**config.mk**
```make
export PLATFORM = sky130hd
export DESIGN_NAME = node_port_reader_flat
export DESIGN_NICKNAME = d
export VERILOG_FILES = /design/src/rtl/node_port_reader_if.sv /design/src/rtl/node_port_reader.sv /design/src/flat_wrapper.sv
export SDC_FILE = /design/constraint.sdc
export NUM_CORES = 1
export LEC_CHECK = 0
export ABC_AREA = 1
export CAP_MARGIN = 20
export CELL_PAD_IN_SITES_DETAIL_PLACEMENT = 0
export CELL_PAD_IN_SITES_GLOBAL_PLACEMENT = 1
export CORE_ASPECT_RATIO = 0.5
export CORE_UTILIZATION = 33
export CTS_CLUSTER_SIZE = 30
export DETAILED_ROUTE_END_ITERATION = 7
export PLACE_DENSITY = 0.88
export SLEW_MARGIN = 20
export SYNTH_ARGS = -nofsm -noshare
export SYNTH_HDL_FRONTEND = slang
export SYNTH_SLANG_ARGS = --single-unit
```
**constraint.sdc**
```tcl
create_clock -name clk -period 2 [get_ports clk]
set_input_delay 0.3 -clock clk [delete_from_list [all_inputs] [get_ports clk]]
set_output_delay 0.3 -clock clk [all_outputs]
set_load 0.01 [all_outputs]
```
**src/rtl/node_port_reader_if.sv**
```systemverilog
// Handshake bundle between the node datapath, the four neighbour links and the port reader.
// The reader uses the slave modport. The datapath/neighbour side (or a testbench) uses the master modport.
interface node_port_reader_if #(
    parameter int DW    = 8,
    parameter int CNT_W = 16
);
    logic             rd_req;
    logic [2:0]       rd_src;
    logic [DW-1:0]    nb_data0;
    logic [DW-1:0]    nb_data1;
    logic [DW-1:0]    nb_data2;
    logic [DW-1:0]    nb_data3;
    logic [3:0]       nb_valid;
    logic [3:0]       nb_ack;
    logic [DW-1:0]    rd_data;
    logic             rd_done;
    logic             stall;
    logic [1:0]       last_port;
    logic             last_vld;
    logic [CNT_W-1:0] wait_cnt;

    modport master (
        output rd_req, rd_src, nb_data0, nb_data1, nb_data2, nb_data3, nb_valid,
        input  nb_ack, rd_data, rd_done, stall, last_port, last_vld, wait_cnt
    );

    modport slave (
        input  rd_req, rd_src, nb_data0, nb_data1, nb_data2, nb_data3, nb_valid,
        output nb_ack, rd_data, rd_done, stall, last_port, last_vld, wait_cnt
    );
endinterface

```
**src/rtl/node_port_reader.sv**
```systemverilog
// Consuming end of the inter-node port links: blocks on a chosen neighbour, acks one word, returns it.
//   state  | meaning
//   IDLE   | no read in flight, waiting for rd_req
//   WAIT   | source latched, stalling until the selected neighbour has a word
//   DONE   | rd_done and nb_ack pulse visible for this single cycle
module node_port_reader #(
    parameter int DW    = 8,
    parameter int CNT_W = 16
) (
    input logic               clk,
    input logic               rst_n,
    node_port_reader_if.slave bus
);

    typedef enum logic [1:0] {
        S_IDLE = 2'd0,
        S_WAIT = 2'd1,
        S_DONE = 2'd2
    } state_t;

    localparam logic [2:0]       SRC_ANY  = 3'd4;
    localparam logic [2:0]       SRC_LAST = 3'd5;
    localparam logic [CNT_W-1:0] CNT_ONE  = {{(CNT_W-1){1'b0}}, 1'b1};
    localparam logic [CNT_W-1:0] CNT_MAX  = {CNT_W{1'b1}};

    state_t           state_q, state_d;
    logic [2:0]       src_q, src_d;
    logic [DW-1:0]    rd_data_q, rd_data_d;
    logic [3:0]       nb_ack_q, nb_ack_d;
    logic             rd_done_q, rd_done_d;
    logic             stall_q, stall_d;
    logic [1:0]       last_port_q, last_port_d;
    logic             last_vld_q, last_vld_d;
    logic [CNT_W-1:0] wait_cnt_q, wait_cnt_d;

    logic             hit;
    logic             has_port;
    logic [1:0]       port;
    logic [DW-1:0]    sel_data;

    // Hit resolution; has_port=0 marks a NIL-style read that completes without consuming anything.
    always_comb begin
        hit      = 1'b0;
        has_port = 1'b0;
        port     = 2'd0;
        case (src_q)
            3'd0, 3'd1, 3'd2, 3'd3: begin
                port     = src_q[1:0];
                has_port = 1'b1;
                hit      = bus.nb_valid[src_q[1:0]];
            end
            SRC_ANY: begin
                if (bus.nb_valid[3])      port = 2'd3;
                else if (bus.nb_valid[1]) port = 2'd1;
                else if (bus.nb_valid[0]) port = 2'd0;
                else                      port = 2'd2;
                hit      = |bus.nb_valid;
                has_port = |bus.nb_valid;
            end
            SRC_LAST: begin
                if (last_vld_q) begin
                    port     = last_port_q;
                    has_port = 1'b1;
                    hit      = bus.nb_valid[last_port_q];
                end else begin
                    hit = 1'b1;
                end
            end
            default: hit = 1'b1;
        endcase
    end

    always_comb begin
        sel_data = '0;
        case (port)
            2'd0:    sel_data = bus.nb_data0;
            2'd1:    sel_data = bus.nb_data1;
            2'd2:    sel_data = bus.nb_data2;
            default: sel_data = bus.nb_data3;
        endcase
    end

    always_comb begin
        state_d     = state_q;
        src_d       = src_q;
        rd_data_d   = rd_data_q;
        nb_ack_d    = 4'b0000;
        rd_done_d   = 1'b0;
        stall_d     = 1'b0;
        last_port_d = last_port_q;
        last_vld_d  = last_vld_q;
        wait_cnt_d  = wait_cnt_q;
        case (state_q)
            S_IDLE: begin
                if (bus.rd_req) begin
                    src_d      = bus.rd_src;
                    wait_cnt_d = '0;
                    stall_d    = 1'b1;
                    state_d    = S_WAIT;
                end
            end
            S_WAIT: begin
                if (hit) begin
                    rd_data_d = has_port ? sel_data : '0;
                    if (has_port) nb_ack_d = 4'b0001 << port;
                    rd_done_d = 1'b1;
                    state_d   = S_DONE;
                    if (src_q == SRC_ANY) begin
                        last_port_d = port;
                        last_vld_d  = 1'b1;
                    end
                end else begin
                    stall_d = 1'b1;
                    if (wait_cnt_q != CNT_MAX) wait_cnt_d = wait_cnt_q + CNT_ONE;
                end
            end
            S_DONE:  state_d = S_IDLE;
            default: state_d = S_IDLE;
        endcase
    end

    always_ff @(posedge clk or negedge rst_n) begin
        if (!rst_n) begin
            state_q     <= S_IDLE;
            src_q       <= 3'd0;
            rd_data_q   <= '0;
            nb_ack_q    <= 4'b0000;
            rd_done_q   <= 1'b0;
            stall_q     <= 1'b0;
            last_port_q <= 2'd0;
            last_vld_q  <= 1'b0;
            wait_cnt_q  <= '0;
        end else begin
            state_q     <= state_d;
            src_q       <= src_d;
            rd_data_q   <= rd_data_d;
            nb_ack_q    <= nb_ack_d;
            rd_done_q   <= rd_done_d;
            stall_q     <= stall_d;
            last_port_q <= last_port_d;
            last_vld_q  <= last_vld_d;
            wait_cnt_q  <= wait_cnt_d;
        end
    end

    assign bus.nb_ack    = nb_ack_q;
    assign bus.rd_data   = rd_data_q;
    assign bus.rd_done   = rd_done_q;
    assign bus.stall     = stall_q;
    assign bus.last_port = last_port_q;
    assign bus.last_vld  = last_vld_q;
    assign bus.wait_cnt  = wait_cnt_q;

endmodule
```
**src/flat_wrapper.sv**
```systemverilog
// flat-port wrapper written by rule: the top's interface ports become plain ports
module node_port_reader_flat 
#(
    parameter int DW    = 8,
    parameter int CNT_W = 16
)
  (clk, rst_n, bus_rd_req, bus_rd_src, bus_nb_data0, bus_nb_data1, bus_nb_data2, bus_nb_data3, bus_nb_valid, bus_nb_ack, bus_rd_data, bus_rd_done, bus_stall, bus_last_port, bus_last_vld, bus_wait_cnt);
  node_port_reader_if #(.DW(DW), .CNT_W(CNT_W)) bus_i ();
  input logic clk;
  input logic rst_n;
  input wire logic [$bits(bus_i.rd_req)-1:0] bus_rd_req;
  input wire logic [$bits(bus_i.rd_src)-1:0] bus_rd_src;
  input wire logic [$bits(bus_i.nb_data0)-1:0] bus_nb_data0;
  input wire logic [$bits(bus_i.nb_data1)-1:0] bus_nb_data1;
  input wire logic [$bits(bus_i.nb_data2)-1:0] bus_nb_data2;
  input wire logic [$bits(bus_i.nb_data3)-1:0] bus_nb_data3;
  input wire logic [$bits(bus_i.nb_valid)-1:0] bus_nb_valid;
  output wire logic [$bits(bus_i.nb_ack)-1:0] bus_nb_ack;
  output wire logic [$bits(bus_i.rd_data)-1:0] bus_rd_data;
  output wire logic [$bits(bus_i.rd_done)-1:0] bus_rd_done;
  output wire logic [$bits(bus_i.stall)-1:0] bus_stall;
  output wire logic [$bits(bus_i.last_port)-1:0] bus_last_port;
  output wire logic [$bits(bus_i.last_vld)-1:0] bus_last_vld;
  output wire logic [$bits(bus_i.wait_cnt)-1:0] bus_wait_cnt;
  assign bus_i.rd_req = bus_rd_req;
  assign bus_i.rd_src = bus_rd_src;
  assign bus_i.nb_data0 = bus_nb_data0;
  assign bus_i.nb_data1 = bus_nb_data1;
  assign bus_i.nb_data2 = bus_nb_data2;
  assign bus_i.nb_data3 = bus_nb_data3;
  assign bus_i.nb_valid = bus_nb_valid;
  assign bus_nb_ack = bus_i.nb_ack;
  assign bus_rd_data = bus_i.rd_data;
  assign bus_rd_done = bus_i.rd_done;
  assign bus_stall = bus_i.stall;
  assign bus_last_port = bus_i.last_port;
  assign bus_last_vld = bus_i.last_vld;
  assign bus_wait_cnt = bus_i.wait_cnt;
  node_port_reader #(.DW(DW), .CNT_W(CNT_W)) u_core (.clk(clk), .rst_n(rst_n), .bus(bus_i));
endmodule
```
==> results.json, run 1 <==
{
  "htreeDepth": 2,
  "diodes": 0,
  "routed_via_density": 4.63,
  "fin_skew_ns": 0.00459,
  "overflow": 0,
  "setup_viol": 0,
  "synthesis.area_um2": 2430,
  "timing.final.crit_period_ns": 1.71,
  "ir_drop_mv": 0.514,
  "antenna_left": 0,
  "area_delta_synth_final_pct": 48.7,
  "finalHoldViolCount": 0,
  "drt-total-wl_mm": 6.34,
  "dr_total_vias": 2437,
  "ys_types": 30,
  "crit_type": "flip-flop to flip-flop",
  "die_y_um": 62.7,
  "yosysWarnings": 0,
  "endpoint_kind": "flip-flop",
  "sw_frac_of_total_pct": 40.0,
  "crit_start": "u_core.bus.wait_cnt[0]",
  "ios": 75,
  "p_switching_mw": 1.69,
  "ys_seq_elements": 38,
  "startpoint_type": "flip-flop",
  "design.core.area_um2": 6910,
  "start_util_pct": 35.2,
  "ys_seq_area_share_pct": 39.1,
  "rrSetupSlack_ns": 0.29,
  "drive_above_1_share_pct": 15.7,
  "final_core_util_pct": 52.3,
  "p_leak_nw": 1.68,
  "critPathMaxFanout": 16,
  "cp_data_required_time_ns": 2.17,
  "rr_startpoint": "u_core.bus.wait_cnt[0]",
  "cts_inserted_buffers": 5,
  "slew_headroom_pct": 60.0,
  "cts_setup_buffers": 0,
  "clock_path_buffers": 2,
  "cp_data_arrival_time_ns": 1.88,
  "rows": 21,
  "clk_transition_reported_paths_ns": 0.06,
  "grt_max_degree": 27,
  "hpwl_mm": 4.85,
  "r2r_cells": 9,
  "root_buffer": "clkbuf_16",
  "synth_area_per_cell_um2": 7.24,
  "die_area_um2": 7730,
  "io_buffer_count": 74,
  "maxCapViolCount": 0,
  "rsz0062_at_grt": "no",
  "grt_pass1_wl_mm": 10.5,
  "tightest_slew_ns": 0.601,
  "synthCells": 336,
  "clk_latency_ns": 0.28,
  "r2r-end": "u_core.bus.wait_cnt[4]",
  "grt_usage_pct": 17.5,
  "grt_pass1_vias": 2232,
  "cts_sinks": 38,
  "antenna_found_initial": 0,
  "drc": 0,
  "final_nets": 476,
  "whs_ns": 0.0279,
  "avgRoutedWirePerCell_um": 12.0,
  "run_status": "finished clean",
  "internal_power_mw": 2.54,
  "hold_class": "input port to asynchronous set/reset pin",
  "power.density_nw_per_um2": 1170,
  "synth_nets": 379,
  "comb_power_share_pct": 50.1,
  "timing.fmax_mhz": 584,
  "p_seq_share_pct": 24.7,
  "first_iter_violations": 151,
  "drtPass1Iterations": 4,
  "gp_congestion": 0.913,
  "die_x_um": 123,
  "pwr-share-clk_pct": 25.2,
  "tns_ns": 0,
  "finalCritPeriodShare_pct": 85.6,
  "cts_tree": "done",
  "drv_slew": 0
}
## area by class of cell
class | count | area, um^2
Clock buffer | 6 | 139
Clock inverter | 2 | 60.1
Fill cell | 672 | 3300
Inverter | 27 | 101
Multi-Input combinational cell | 261 | 1320
Sequential cell | 38 | 951
Tap cell | 92 | 115
Timing Repair Buffer | 100 | 931
## kinds of logic (layout without fill, tap and decap cells)
logic type | Yosys count | after routing | synth area share (%)
flops | 38 | 38 | 39.1
simple gates | 239 | 239 | 47.5
xor+xnor | 9 | 9 | 3.24
fa+ha+maj | 1 | 1 | 0.515
compound gates | 12 | 12 | 2.73
buf+inv | 37 | 135 | 6.90
## through the flow
stage | total power [mW] | instances | setup WS, ns | area, um^2
after floorplan | 2.42 | 336 | 0.282 | 2430
after global placement | 3.18 | 518 | 0.00845 | 3410
after detailed placement | 3.18 | 518 | -0.00336 | 3410
after CTS | 4.27 | 526 | 0.276 | 3610
after global routing | 4.52 | 526 | 0.156 | 3610
final | 4.24 | 526 | 0.288 | 3610
## cells in the final DEF (no fill, tap or decap), types with 3 or more instances in the layout
| cell | netlist | routed |
|---|---|---|
| nor3_1 | 4 | 4 |
| nand2_1 | 105 | 105 |
| nand3_1 | 50 | 50 |
| inv_2 | 4 | 4 |
| nand2_2 | 14 | 14 |
| clkdlybuf4s50_1 | 0 | 73 |
| nand4_1 | 11 | 11 |
| nor2_2 | 4 | 3 |
| nor2_4 | 2 | 3 |
| dfrtp_1 | 38 | 38 |
| buf_4 | 2 | 26 |
| xor2_1 | 8 | 8 |
| clkbuf_16 | 0 | 5 |
| o21ai_0 | 7 | 7 |
| nor2_1 | 38 | 38 |
| inv_1 | 23 | 23 |
| a21oi_1 | 3 | 3 |
## sequential cells by signal (all words and copies together), names as in the netlist
register	cells
u_core.bus.last_vld	1
u_core.bus.rd_data	8
u_core.state_q	2
u_core.bus.rd_done	1
u_core.bus.wait_cnt	16
u_core.bus.nb_ack	4
u_core.bus.stall	1
u_core.bus.last_port	2
u_core.src_q	3
## what timing repair did
item,4_1_cts,5_1_grt
hold buffers,0,0
gates resized for setup,1,0
endpoints found under the setup margin,9,0
## power by group through the flow
stage / combinational, mW / clock, mW / sequential [mW]
2_1_floorplan: 1.32 / 0 / 1.10
3_3_place_gp: 2.12 / 0 / 1.06
3_5_place_dp: 2.13 / 0 / 1.06
4_1_cts: 2.15 / 1.08 / 1.05
5_1_grt: 2.33 / 1.12 / 1.07
6_report: 2.12 / 1.07 / 1.05
## critical path, cell delays in order (launching register included)
cell,delay (ns)
dfrtp_1,0.38
ha_1,0.22
nand2_2,0.10
nor3_4,0.05
nand2_2,0.09
nor3_4,0.05
nor2_4,0.39
nand2_8,0.18
nand2_1,0.09
nand2_1,0.05
## metal layers
layer  vias up  GRT usage [%]  part of all wire [%]
met5         -              0                     0
met4         0           3.61                  0.84
met3         7           4.20                   5.2
met2        54           27.6                    45
met1      1096           24.2                    49
li1       1280              -                     -
## worst max path at each step
stage,slack [ns],end
after floorplan,0.28,u_core.bus.wait_cnt[10]
after global placement,0.008,u_core.bus.wait_cnt[15]
after detailed placement,-0.003,u_core.bus.wait_cnt[4]
after CTS,0.28,u_core.bus.wait_cnt[4]
after global routing,0.16,u_core.bus.wait_cnt[14]
final,0.29,u_core.bus.wait_cnt[4]
## cell usage after synthesis
cell | number | area, um^2
nor3_1 | 4 | 20.0
nand3_1 | 50 | 250
nor2_4 | 2 | 22.5
nor3_2 | 1 | 10.0
a21oi_1 | 3 | 15.0
xnor2_1 | 1 | 8.76
clkbuf_1 | 3 | 11.3
dfrtp_1 | 38 | 951
nand3_2 | 1 | 10.0
inv_1 | 23 | 86.3
inv_2 | 4 | 15.0
nand2_1 | 105 | 394
buf_2 | 4 | 20.0
nand4_1 | 11 | 68.8
buf_4 | 2 | 15.0
nand2_2 | 14 | 87.6
nand3_4 | 1 | 17.5
buf_12 | 1 | 20.0
nor3b_1 | 2 | 15.0
nor2_1 | 38 | 143
nand2_8 | 2 | 40.0
nor2_2 | 4 | 25.0
nor3_4 | 2 | 32.5
xor2_1 | 8 | 70.1
nand2_4 | 1 | 11.3
ha_1 | 1 | 12.5
o21a_2 | 1 | 8.76
o21bai_1 | 1 | 7.51
nand3b_1 | 1 | 7.51
o21ai_0 | 7 | 35.0
(Power assumes the default switching activity.)
==> inputs of run 2 (changes only) <==
- MAX_ROUTING_LAYER: unset -> met4
==> results.json, run 2 (synthesized netlist as in run 1, its figures left out) <==
{
  "cp_data_required_time_ns": 2.17,
  "drc": 0,
  "drv_slew": 0,
  "root_buffer": "clkbuf_16",
  "first_iter_violations": 151,
  "routed_via_density": 4.64,
  "rows": 21,
  "gp_congestion": 0.929,
  "maxCapViolCount": 0,
  "cts_tree": "done",
  "rsz0062_at_grt": "no",
  "start_util_pct": 35.2,
  "finalCritPeriodShare_pct": 85.7,
  "crit_type": "flip-flop to flip-flop",
  "startpoint_type": "flip-flop",
  "worst_slack_ns": 0.286,
  "grt_util_met2_pct": 27.6,
  "clk_latency_ns": 0.28,
  "clock_path_buffers": 2,
  "finalHoldViolCount": 0,
  "final_common_cell": "nand2_1",
  "timing.fmax_mhz": 584,
  "p_leak_nw": 1.68,
  "hpwl_mm": 4.85,
  "r2r_cells": 9,
  "area_delta_synth_final_pct": 48.7,
  "hold_class": "input port to asynchronous set/reset pin",
  "ctsHoldBuffers": 0,
  "dp.cells": 518,
  "antenna_left": 0,
  "die_x_um": 123,
  "timing.final.crit_period_ns": 1.71,
  "grt_pass1_vias": 2232,
  "run_status": "finished clean",
  "cts_setup_buffers": 0,
  "setup_viol": 0,
  "diodes": 0,
  "busiest_layer": "met2",
  "dr_total_vias": 2439,
  "grt_pass1_wl_mm": 10.5,
  "power.density_nw_per_um2": 1170,
  "antenna_found_initial": 0,
  "cp_data_arrival_time_ns": 1.89,
  "grtUsageMet1_pct": 24.6,
  "endpoint_kind": "flip-flop",
  "drive_above_1_share_pct": 15.7,
  "ir_drop_mv": 0.515,
  "clk_transition_reported_paths_ns": 0.06,
  "drtPass1Iterations": 4,
  "met3_usage_pct": 3.56,
  "whs_ns": 0.0279,
  "grt_usage_pct": 18.0,
  "ios": 75,
  "die_area_um2": 7730,
  "fin_skew_ns": 0.00459,
  "seq_area_um2": 951,
  "cts_inserted_buffers": 5,
  "largest_reg_flops": 16,
  "rrSetupSlack_ns": 0.29,
  "fill_cells": 672,
  "drt-total-wl_mm": 6.35,
  "pre_cts_slack_ns": -0.00336,
  "mostFrequentLayoutCells": "nand2_1, clkdlybuf4s50_1, nand3_1",
  "tightest_slew_ns": 0.601,
  "io_buffer_count": 74,
  "design.core.area_um2": 6910,
  "critPathMaxFanout": 16,
  "die_y_um": 62.7,
  "grt_max_degree": 27,
  "overflow": 0,
  "total_power_mw": 4.24,
  "final_cells": 526,
  "htreeDepth": 2,
  "final_nets": 476,
  "avgRoutedWirePerCell_um": 12.1,
  "multi_input_area_um2": 1320,
  "cts_sinks": 38,
  "slew_headroom_pct": 60.0
}
run 2: cell counts in the layout (fill, tap and decap cells not counted):
No cell type changed its count.
run 2: layer usage:
metal	wire (um)	part of all wire, %
met1	3170	50
met2	2840	45
met3	277	4.4
met4	53	0.84
met5	0	0
run 2: through the flow:
| step | setup TNS, ns | area (um^2) | utilization (%) |
|---|---|---|---|
| after floorplan | 0 | 2430 | - |
| after global placement | 0 | 3410 | 49.4 |
| after detailed placement | -0.00336 | 3410 | 49.4 |
| after CTS | 0 | 3610 | 52.3 |
| after global routing | 0 | 3610 | 52.3 |
| final | 0 | 3610 | 52.3 |
run 2: critical path: stages, from the launching register on:
cell,delay (ns)
dfrtp_1,0.38
ha_1,0.22
nand2_2,0.10
nor3_4,0.05
nand2_2,0.09
nor3_4,0.05
nor2_4,0.39
nand2_8,0.18
nand2_1,0.09
nand2_1,0.05
run 2: report_power, final:
| part | leakage (nW) | switching [mW] | internal (mW) | total [mW] |
|---|---|---|---|---|
| Combinational | 1.08 | 1.26 | 0.867 | 2.12 |
| Sequential | 0.504 | 0.118 | 0.928 | 1.05 |
| Clock | 0.0971 | 0.319 | 0.749 | 1.07 |
| Total | 1.68 | 1.69 | 2.54 | 4.24 |
run 2: layout make-up:
type / count / area share [%]
sequential: 38 / 26.3
clock inverter: 2 / 1.66
inverter: 27 / 2.80
clock buffer: 6 / 3.84
tap: 92 / 3.18
timing repair buffer: 100 / 25.8
multi-input combinational: 261 / 36.4
run 2: path summary, 6_finish.rpt:
kind | start | endpoint
hold reg to reg | u_core.bus.rd_data[1] | u_core.bus.rd_data[1]
hold / removal | rst_n | u_core.bus.rd_done
setup reg to reg | u_core.bus.wait_cnt[0] | u_core.bus.wait_cnt[4]
min in group clk | u_core.bus.rd_data[1] | u_core.bus.rd_data[1]
max in group asynchronous | rst_n | u_core.state_q[0]
setup / recovery | u_core.bus.wait_cnt[0] | u_core.bus.wait_cnt[4]
run 2: what timing repair did:
item | 4_1_cts | 5_1_grt
gates resized for setup | 1 | 0
endpoints found under the setup margin | 9 | 0
endpoints found under the hold margin | 0 | 0
